$ cat src/rtl/delta_seq.sv
// rtl/delta_seq.sv - microcode sequencer for the LSTM backprop gate-delta datapath
// Optional abort input is enabled by defining DELTA_SEQ_ABORT_EN.
module delta_seq #(
   parameter int N_CELL = 8,
   parameter int IDX_W  = 3
) (
   input  logic             clk,
   input  logic             rst,
`ifdef DELTA_SEQ_ABORT_EN
   input  logic             abort,
`endif
   input  logic             start,
   output logic             busy,
   output logic             done,
   output logic [IDX_W-1:0] cell_idx,
   output logic             dp_clr,
   output logic             st_sel,
   output logic [1:0]       sel_in1,
   output logic [1:0]       sel_in2,
   output logic             sel_in3,
   output logic [1:0]       sel_in4,
   output logic [2:0]       sel_in5,
   output logic [1:0]       sel_x1_1,
   output logic             sel_x1_2,
   output logic [1:0]       sel_x2_2,
   output logic             sel_as_1,
   output logic [1:0]       sel_as_2,
   output logic             sel_addsub,
   output logic [1:0]       sel_temp,
   output logic             gate_vld,
   output logic [1:0]       gate_id
);

   typedef enum logic [1:0] {S_IDLE, S_PRE, S_RUN, S_DONE} state_t;

   typedef struct packed {
      logic [1:0] in1;
      logic [1:0] in2;
      logic       in3;
      logic [1:0] in4;
      logic [2:0] in5;
      logic [1:0] x1_1;
      logic       x1_2;
      logic [1:0] x2_2;
      logic       as_1;
      logic [1:0] as_2;
      logic       addsub;
      logic [1:0] temp;
   } word_t;

   localparam logic [IDX_W-1:0] LAST_CELL = IDX_W'(N_CELL - 1);
   localparam logic [3:0]       LAST_STEP = 4'd11;

   // Fixed gate-delta schedule, one control word per RUN step.
   function automatic word_t ucode(input logic [3:0] s);
      word_t w;
      case (s)
         4'd0:    w = {2'd0, 2'd0, 1'd0, 2'd1, 3'd0, 2'd0, 1'd0, 2'd0, 1'd0, 2'd0, 1'd0, 2'd0};
         4'd2:    w = {2'd2, 2'd3, 1'd0, 2'd2, 3'd1, 2'd0, 1'd0, 2'd0, 1'd0, 2'd3, 1'd1, 2'd0};
         4'd3:    w = {2'd0, 2'd2, 1'd0, 2'd2, 3'd4, 2'd0, 1'd0, 2'd0, 1'd0, 2'd0, 1'd0, 2'd0};
         4'd4:    w = {2'd0, 2'd0, 1'd0, 2'd0, 3'd0, 2'd1, 1'd0, 2'd2, 1'd0, 2'd0, 1'd0, 2'd2};
         4'd5:    w = {2'd0, 2'd0, 1'd1, 2'd2, 3'd0, 2'd0, 1'd0, 2'd1, 1'd1, 2'd2, 1'd1, 2'd1};
         4'd6:    w = {2'd1, 2'd0, 1'd0, 2'd2, 3'd2, 2'd2, 1'd0, 2'd0, 1'd0, 2'd1, 1'd0, 2'd2};
         4'd7:    w = {2'd0, 2'd1, 1'd0, 2'd2, 3'd3, 2'd0, 1'd1, 2'd2, 1'd0, 2'd0, 1'd0, 2'd2};
         4'd8:    w = {2'd3, 2'd0, 1'd0, 2'd2, 3'd3, 2'd2, 1'd0, 2'd1, 1'd0, 2'd0, 1'd0, 2'd2};
         4'd9:    w = {2'd0, 2'd0, 1'd0, 2'd0, 3'd0, 2'd0, 1'd1, 2'd0, 1'd0, 2'd0, 1'd0, 2'd2};
         4'd10,
         4'd11:   w = {2'd0, 2'd0, 1'd0, 2'd0, 3'd0, 2'd0, 1'd0, 2'd1, 1'd0, 2'd0, 1'd0, 2'd2};
         default: w = '0;
      endcase
      return w;
   endfunction

   logic abort_w;
`ifdef DELTA_SEQ_ABORT_EN
   assign abort_w = abort;
`else
   assign abort_w = 1'b0;
`endif

   state_t           state_q, state_d;
   logic [3:0]       step_q, step_d;
   logic [IDX_W-1:0] cell_q, cell_d;
   logic             busy_q, busy_d;
   logic             done_q, done_d;
   logic             dp_clr_q, dp_clr_d;
   logic             st_sel_q, st_sel_d;
   logic             gate_vld_q, gate_vld_d;
   logic [1:0]       gate_id_q, gate_id_d;
   word_t            word_q, word_d;
   logic             last_gate;

   always_comb begin
      state_d   = state_q;
      step_d    = step_q;
      cell_d    = cell_q;
      last_gate = 1'b0;
      case (state_q)
         S_IDLE: begin
            if (start) begin
               state_d = S_PRE;
               cell_d  = '0;
            end
         end
         S_PRE: begin
            if (abort_w) begin
               state_d = S_IDLE;
            end else begin
               state_d = S_RUN;
               step_d  = 4'd0;
            end
         end
         S_RUN: begin
            if (abort_w) begin
               state_d = S_IDLE;
            end else if (step_q == LAST_STEP) begin
               last_gate = 1'b1;
               if (cell_q == LAST_CELL) begin
                  state_d = S_DONE;
               end else begin
                  cell_d  = cell_q + IDX_W'(1);
                  state_d = S_PRE;
               end
            end else begin
               step_d = step_q + 4'd1;
            end
         end
         default: state_d = S_IDLE;
      endcase

      // Outputs are registered, so they are decoded from the next state.
      busy_d     = (state_d == S_PRE) || (state_d == S_RUN);
      done_d     = (state_d == S_DONE);
      dp_clr_d   = (state_d == S_PRE);
      word_d     = (state_d == S_RUN) ? ucode(step_d) : '0;
      st_sel_d   = (state_d == S_RUN) && (step_d >= 4'd7);
      gate_vld_d = 1'b0;
      gate_id_d  = 2'd0;
      if (last_gate) begin
         gate_vld_d = 1'b1;
         gate_id_d  = 2'd3;
      end else if (state_d == S_RUN) begin
         case (step_d)
            4'd7:    begin gate_vld_d = 1'b1; gate_id_d = 2'd0; end
            4'd9:    begin gate_vld_d = 1'b1; gate_id_d = 2'd1; end
            4'd10:   begin gate_vld_d = 1'b1; gate_id_d = 2'd2; end
            default: ;
         endcase
      end
   end

   always_ff @(posedge clk or negedge rst) begin
      if (!rst) begin
         state_q    <= S_IDLE;
         step_q     <= 4'd0;
         cell_q     <= '0;
         busy_q     <= 1'b0;
         done_q     <= 1'b0;
         dp_clr_q   <= 1'b0;
         st_sel_q   <= 1'b0;
         gate_vld_q <= 1'b0;
         gate_id_q  <= 2'd0;
         word_q     <= '0;
      end else begin
         state_q    <= state_d;
         step_q     <= step_d;
         cell_q     <= cell_d;
         busy_q     <= busy_d;
         done_q     <= done_d;
         dp_clr_q   <= dp_clr_d;
         st_sel_q   <= st_sel_d;
         gate_vld_q <= gate_vld_d;
         gate_id_q  <= gate_id_d;
         word_q     <= word_d;
      end
   end

   assign busy       = busy_q;
   assign done       = done_q;
   assign cell_idx   = cell_q;
   assign dp_clr     = dp_clr_q;
   assign st_sel     = st_sel_q;
   assign gate_vld   = gate_vld_q;
   assign gate_id    = gate_id_q;
   assign sel_in1    = word_q.in1;
   assign sel_in2    = word_q.in2;
   assign sel_in3    = word_q.in3;
   assign sel_in4    = word_q.in4;
   assign sel_in5    = word_q.in5;
   assign sel_x1_1   = word_q.x1_1;
   assign sel_x1_2   = word_q.x1_2;
   assign sel_x2_2   = word_q.x2_2;
   assign sel_as_1   = word_q.as_1;
   assign sel_as_2   = word_q.as_2;
   assign sel_addsub = word_q.addsub;
   assign sel_temp   = word_q.temp;

endmodule

$ cat config.mk
export PLATFORM = sky130hd
export DESIGN_NAME = delta_seq
export DESIGN_NICKNAME = d
export VERILOG_FILES = /design/src/rtl/delta_seq.sv
export SDC_FILE = /design/constraint.sdc
export NUM_CORES = 1
export LEC_CHECK = 0
export BUFFER_PORTS_ARGS = -buffer_cell sky130_fd_sc_hd__buf_4
export CORE_MARGIN = 10
export CORE_UTILIZATION = 57
export DETAILED_ROUTE_END_ITERATION = 6
export PLACE_DENSITY = 0.86
export REMOVE_ABC_BUFFERS = 1
export SLEW_MARGIN = 0
export SYNTH_ARGS = -nofsm -noshare
export SYNTH_HDL_FRONTEND = slang
export SYNTH_SLANG_ARGS = --single-unit
$ cat constraint.sdc
create_clock -name clk -period 6.5 [get_ports clk]
set_input_delay 0.325 -clock clk [delete_from_list [all_inputs] [get_ports clk]]
set_output_delay 0.325 -clock clk [all_outputs]
set_load 0.05 [all_outputs]
* Yosys cells after proc, flatten, opt, wreduce, memory -nomap -nowiden
Memory sizes are Yosys's and may differ from the RTL's.
Index checks and enable logic that the tools add are counted.
Widths: inputs -> output; s select.
** Storage, ports and cells
- Word-level logic and storage cells :: 63
- Memories :: 1
- Register bits :: 37
- Output and inout bits :: 31
- Memory bits (read-only) :: 336
- Bits of input ports :: 3
** Cells by class
- Order comparisons :: 1
- Mux-type cells :: 19
- $add $sub $neg :: 2
- Equality and inequality tests :: 13
- Reduce and logical (&&, ||, !) cells :: 6
** Memory list
- (no name shown) :: depth 16, width 21, rd ports 1, clocked after Yosys merged registers in 0, wr ports 0, line 57 : case (s)
** Operators with widths (number)
- $mux 21 :: 1
- $eq 4x4->1 const B :: 3
- $mux 2 :: 5
- $mux 3 :: 3
- $pmux 4 s2 :: 1
- $eq 2x2->1 const B :: 3
- $ne 2x2->1 const B :: 3
- $pmux 2 s3 :: 1
- $pmux 3 s2 :: 1
- $mux 1 :: 5
- $add 4x1->4 const B :: 1
- $eq 2x1->1 const B :: 2
- $eq 4x3->1 const B :: 1
- $ge 4x3->1 const B :: 1
- $mux 4 :: 1
- $pmux 2 s2 :: 1
- $reduce_and 4->1 :: 1
- $add 3x1->3 const B :: 1
- $eq 3x3->1 const B :: 1
- $reduce_or 3->1 :: 1
- $logic_not 2->1 :: 1
- $reduce_bool 2->1 :: 1
- $logic_and 1x1->1 :: 1
- $logic_or 1x1->1 :: 1

* Logic depth before layout (Yosys ltp)
- Depth after elaboration :: 8
- Gate-level depth with buffers :: 12
- Gate-level depth less buffers :: 11

* Worst setup path after synthesis
Ideal clock, no wire load.
- Path type :: flip-flop to flip-flop
- From :: register cell_q[0] (netlist: cell_idx[0])
- To :: register word_q (netlist bit sel_in4[1])
- Period minus slack after synthesis :: 2.324 ns
- Setup time :: 0.095 ns
- Path buffers :: 1
- Cell stages (with the launch flop) :: 10
- Required time :: 6.405 ns
- Setup slack :: 4.176 ns
- Data arrival time :: 2.228 ns
- Cells stage by stage :: dfrtp_1 -> ha_1 -> ha_1 -> a31oi_1 -> a21o_1 -> inv_1 -> ha_1 -> clkbuf_1 -> nand2_1 -> o31ai_1
** RTL lines
- start, declared :: line 83 : logic [IDX_W-1:0] cell_q, cell_d;
- start signal, assigned :: line 167 : cell_q <= cell_d;
- end signal, assigned :: line 174 : word_q <= word_d;
- end, declared :: line 90 : word_t word_q, word_d;

==> metrics.md <==
| Metric | Value |
|---|---|
| Run status | finished clean |
| Tcrit/Tclk final | 41.24% |
| Final Hold Fails | 0 |
| Sequential area share after synthesis | approximately half |
| # IOs | 34 |
| Post-DR vias/cell | around 5.6 |
| Initial core utilization | approximately three fifths |
| Final setup margin | around 3800 ps |
| DRC | 0 |
| Syn Inst Count | 152 |
| Total GRT Usage | a little over an eighth |
| Drt first pass iters | 4 |
| DR vias | 1199 |
| Max Root-Sink Buffers | 2 |
| Ant. Diodes | 0 |
| Clock slew at reported path FFs | ~100 ps |
| Postcts setup bufs | 0 |
| Hold crit path type | input port to flop |
| Final setup viols | 0 |
| Most frequent cell on the critical path | inv_1 |
| Pre-CTS setup slack | 3876 ps |
| 1st-iter DRT viols | slightly above 80 |
| WP data required | approximately 6700 ps |
| Slowest cell on crit path | dfrtp_1 |
| Max VDD drop | ~310 uV |
| CTS root buf | clkbuf_4 |
| Area of the multi-input gates | 680.7 um^2 |
| Layout Nets | 203 |
| Worst setup EP type | flop |
| Setup_tns | 0 ps |
| Final min period | approximately 2700 ps |
| Most frequent cells in the layout | dfrtp_1, buf_4, nand2_1 |
| Largest net degree at the start of global routing | 34 |
| Reg2Reg Setup Slack | ~3800 ps |
| Worst Path Arrival | between 2000 and 3000 ps |
| Hold Path Origin | start |
| Worst hold path stage count | 4 |
| Routability cong. | around 0.9 |
| #FFs+latches synth | 33 |
| Critical path, cell by cell | inv_1 -> ha_1 -> inv_1 -> a2bb2oi_1 -> nand2b_1 -> a21o_1 -> inv_1 -> ha_1 -> nand2_1 -> o31ai_1 |
| Clock insertion delay at the later pin of the skew report | between 300 and 400 ps |
| Hpwl dp | roughly 2500 um |
| Core Region | around 0.0027 mm^2 |
| Slew Limit Fails | 0 |
| Routed WL | around 3400 um |
| H-tree depth | 2 |
| Worst-path fanout max | 12 |
| CTS sink cnt | 33 |
| Crit start category | flop |
| Hold Slack | around 430 ps |
| DR WL/cell | about 16 um |
| RSZ-0062 raised after global routing | false |
| Cell Area, Synth | around 0.0016 mm^2 |
| First-pass GRT wire length | between 5000 and 6000 um |
| Cell Rows | 19 |
| Rel. slew slack | 70.17% |
| Crit-path max cell delay | ~430 ps |
| R2R cell count | 10 |
| YS warnings | 0 |
| Die H | approximately 73 um |
| Clk_skew | 6.620 ps |
| ANT nets after route | 0 |
| Distinct cells, synth | a little over 40 |
| Leakage | about 0.0010 uW |
| DIE WIDTH | 73.13 um |
| Share of layout cells above drive strength 1 | between 20% and 30% |
| Die area | roughly 0.0053 mm^2 |
| CTS tree | done |
| Reg-to-reg startpoint | state_q[0] |
| Worst R2R End | sel_in4[1] |
| Crit path kind | flop to flop |
| Hold Crit Endpoint | state_q[0] |
| # port buffers | 33 |
| Syn-to-layout area delta | 18.97% |
| Aggregate global routing overflow | 0 |
| Initial antenna violation count | 0 |
| PwrDens | approximately 380 mW/mm^2 |
| Slew @ Worst Pin | ~450 ps |
| Avg Cell Area, Syn | 10.59 um^2 |
| FF/Latch Area | between 800 and 900 um^2 |
| Max-cap violations | 0 |
| Cts bufs inserted | 5 |
| Layout filler cell count | 192 |
| Vias in the first global route | roughly 1300 |
| Core Util, Final | about 70% |
| Peak Freq | 373.1 MHz |
## repair_timing
action                     CTS  global route
hold endpoints to repair    33             0
setup endpoints to repair    0             0
hold buffers                 1             0
gates resized for setup      0             0
## power by group
| part | switching (uW) | leakage (uW) | total, uW | internal (uW) |
|---|---|---|---|---|
| clock network | 66.9 | 0.0000413 | 130 | 62.6 |
| registers | 21.6 | 0.000452 | 257 | 235 |
| logic | 221 | 0.000548 | 332 | 111 |
| total | 310 | 0.00104 | 719 | 409 |
## per-layer routing
| layer | wire length [um] | vias to the layer above | global-route usage [%] | share of wire (%) |
|---|---|---|---|---|
| li1 | - | 578 | - | - |
| met1 | 1293 | 587 | 14.01 | 38 |
| met2 | 1850 | 30 | 22.92 | 54 |
| met3 | 219 | 4 | 5.714 | 6.4 |
| met4 | 48 | 0 | 7.173 | 1.4 |
| met5 | 0 | - | 0 | 0 |
## per-stage QoR
stage / cells / power (uW) / area (um^2)
final: 216 / 718.5 / 1914
after detailed placement: 207 / 593.0 / 1834
after global routing: 216 / 773.4 / 1914
after CTS: 216 / 724.1 / 1914
after global placement: 207 / 581.2 / 1834
after floorplan: 143 / 499.4 / 1548
## area by class of cell
| type | count | share of cell area [%] |
|---|---|---|
| clock buffers | 7 | 3.399 |
| clock inverters | 1 | 0.2614 |
| multi-input cells | 99 | 35.56 |
| well taps | 31 | 2.026 |
| flip-flops and latches | 33 | 43.14 |
| repair buffers | 34 | 13.46 |
| inverters | 11 | 2.157 |
## worst max path at each step
| stage | start | endpoint | slack (ps) | cells after the start |
|---|---|---|---|---|
| 2_1_floorplan | cell_idx[0] | gate_vld | 4230 | 9 |
| 3_3_place_gp | state_q[0] | gate_vld | 3930 | 11 |
| 3_5_place_dp | state_q[0] | gate_vld | 3880 | 11 |
| 4_1_cts | state_q[0] | sel_in4[1] | 3850 | 10 |
| 5_1_grt | state_q[0] | sel_in4[1] | 3550 | 10 |
| 6_report | state_q[0] | sel_in4[1] | 3820 | 10 |
## synthesized netlist by cell type
cell / count / share of area (%)
nor4b_1: 1 / 0.54
nor3b_1: 1 / 0.47
a21boi_0: 3 / 1.4
nand2_1: 17 / 4.0
a21oi_1: 5 / 1.6
dfrtp_1: 33 / 51
a311o_1: 1 / 0.62
a31oi_1: 1 / 0.39
inv_2: 1 / 0.23
clkbuf_1: 2 / 0.47
a21o_1: 1 / 0.47
buf_6: 1 / 0.70
buf_4: 5 / 2.3
ha_1: 16 / 12
buf_2: 1 / 0.31
and3_1: 5 / 1.9
nand3_1: 8 / 2.5
and3b_1: 1 / 0.54
nand2_2: 1 / 0.39
nor2_1: 4 / 0.93
and2b_2: 1 / 0.54
clkinv_1: 1 / 0.23
o31ai_1: 1 / 0.47
or3_1: 2 / 0.78
nand4_1: 5 / 1.9
a31o_2: 1 / 0.54
a2bb2oi_1: 1 / 0.54
nand2b_1: 2 / 0.78
mux2i_1: 1 / 0.62
or2b_2: 1 / 0.54
a22o_1: 2 / 1.1
nor3_1: 3 / 0.93
and3_2: 1 / 0.47
and2_4: 1 / 0.54
nor2_2: 1 / 0.39
a21boi_1: 1 / 0.47
inv_1: 9 / 2.1
and2_1: 2 / 0.78
o21ai_0: 6 / 1.9
o21a_1: 1 / 0.47
nor2b_1: 1 / 0.39
## sequential cells by signal, indices dropped and copies added, names as in the netlist, 2 cells and up
signal	cells
step_q	4
sel_in5	3
sel_in4	2
sel_in2	2
state_q	2
gate_id	2
cell_idx	3
sel_in1	2
sel_temp	2
sel_x2_2	2
## critical path, delay by kind of cell, from the launching register on
kind	cells	cell delay (ps)
adders and majority gates	2	780
DFF	1	430
AOI/OAI and AO/OA	3	690
buffers and inverters	3	310
and+or+nand+nor	2	380
## kinds of logic (layout without fill, tap and decap cells)
group	count (synthesis)	after routing	share of synthesized area, %
fa+ha+maj	16	16	12.44
flops	33	33	51.32
buf+inv	20	53	6.376
simple gates	58	58	19.36
compound gates	24	24	9.877
mux	1	1	0.6221
Note: power is estimated with default switching activity, not from simulation.
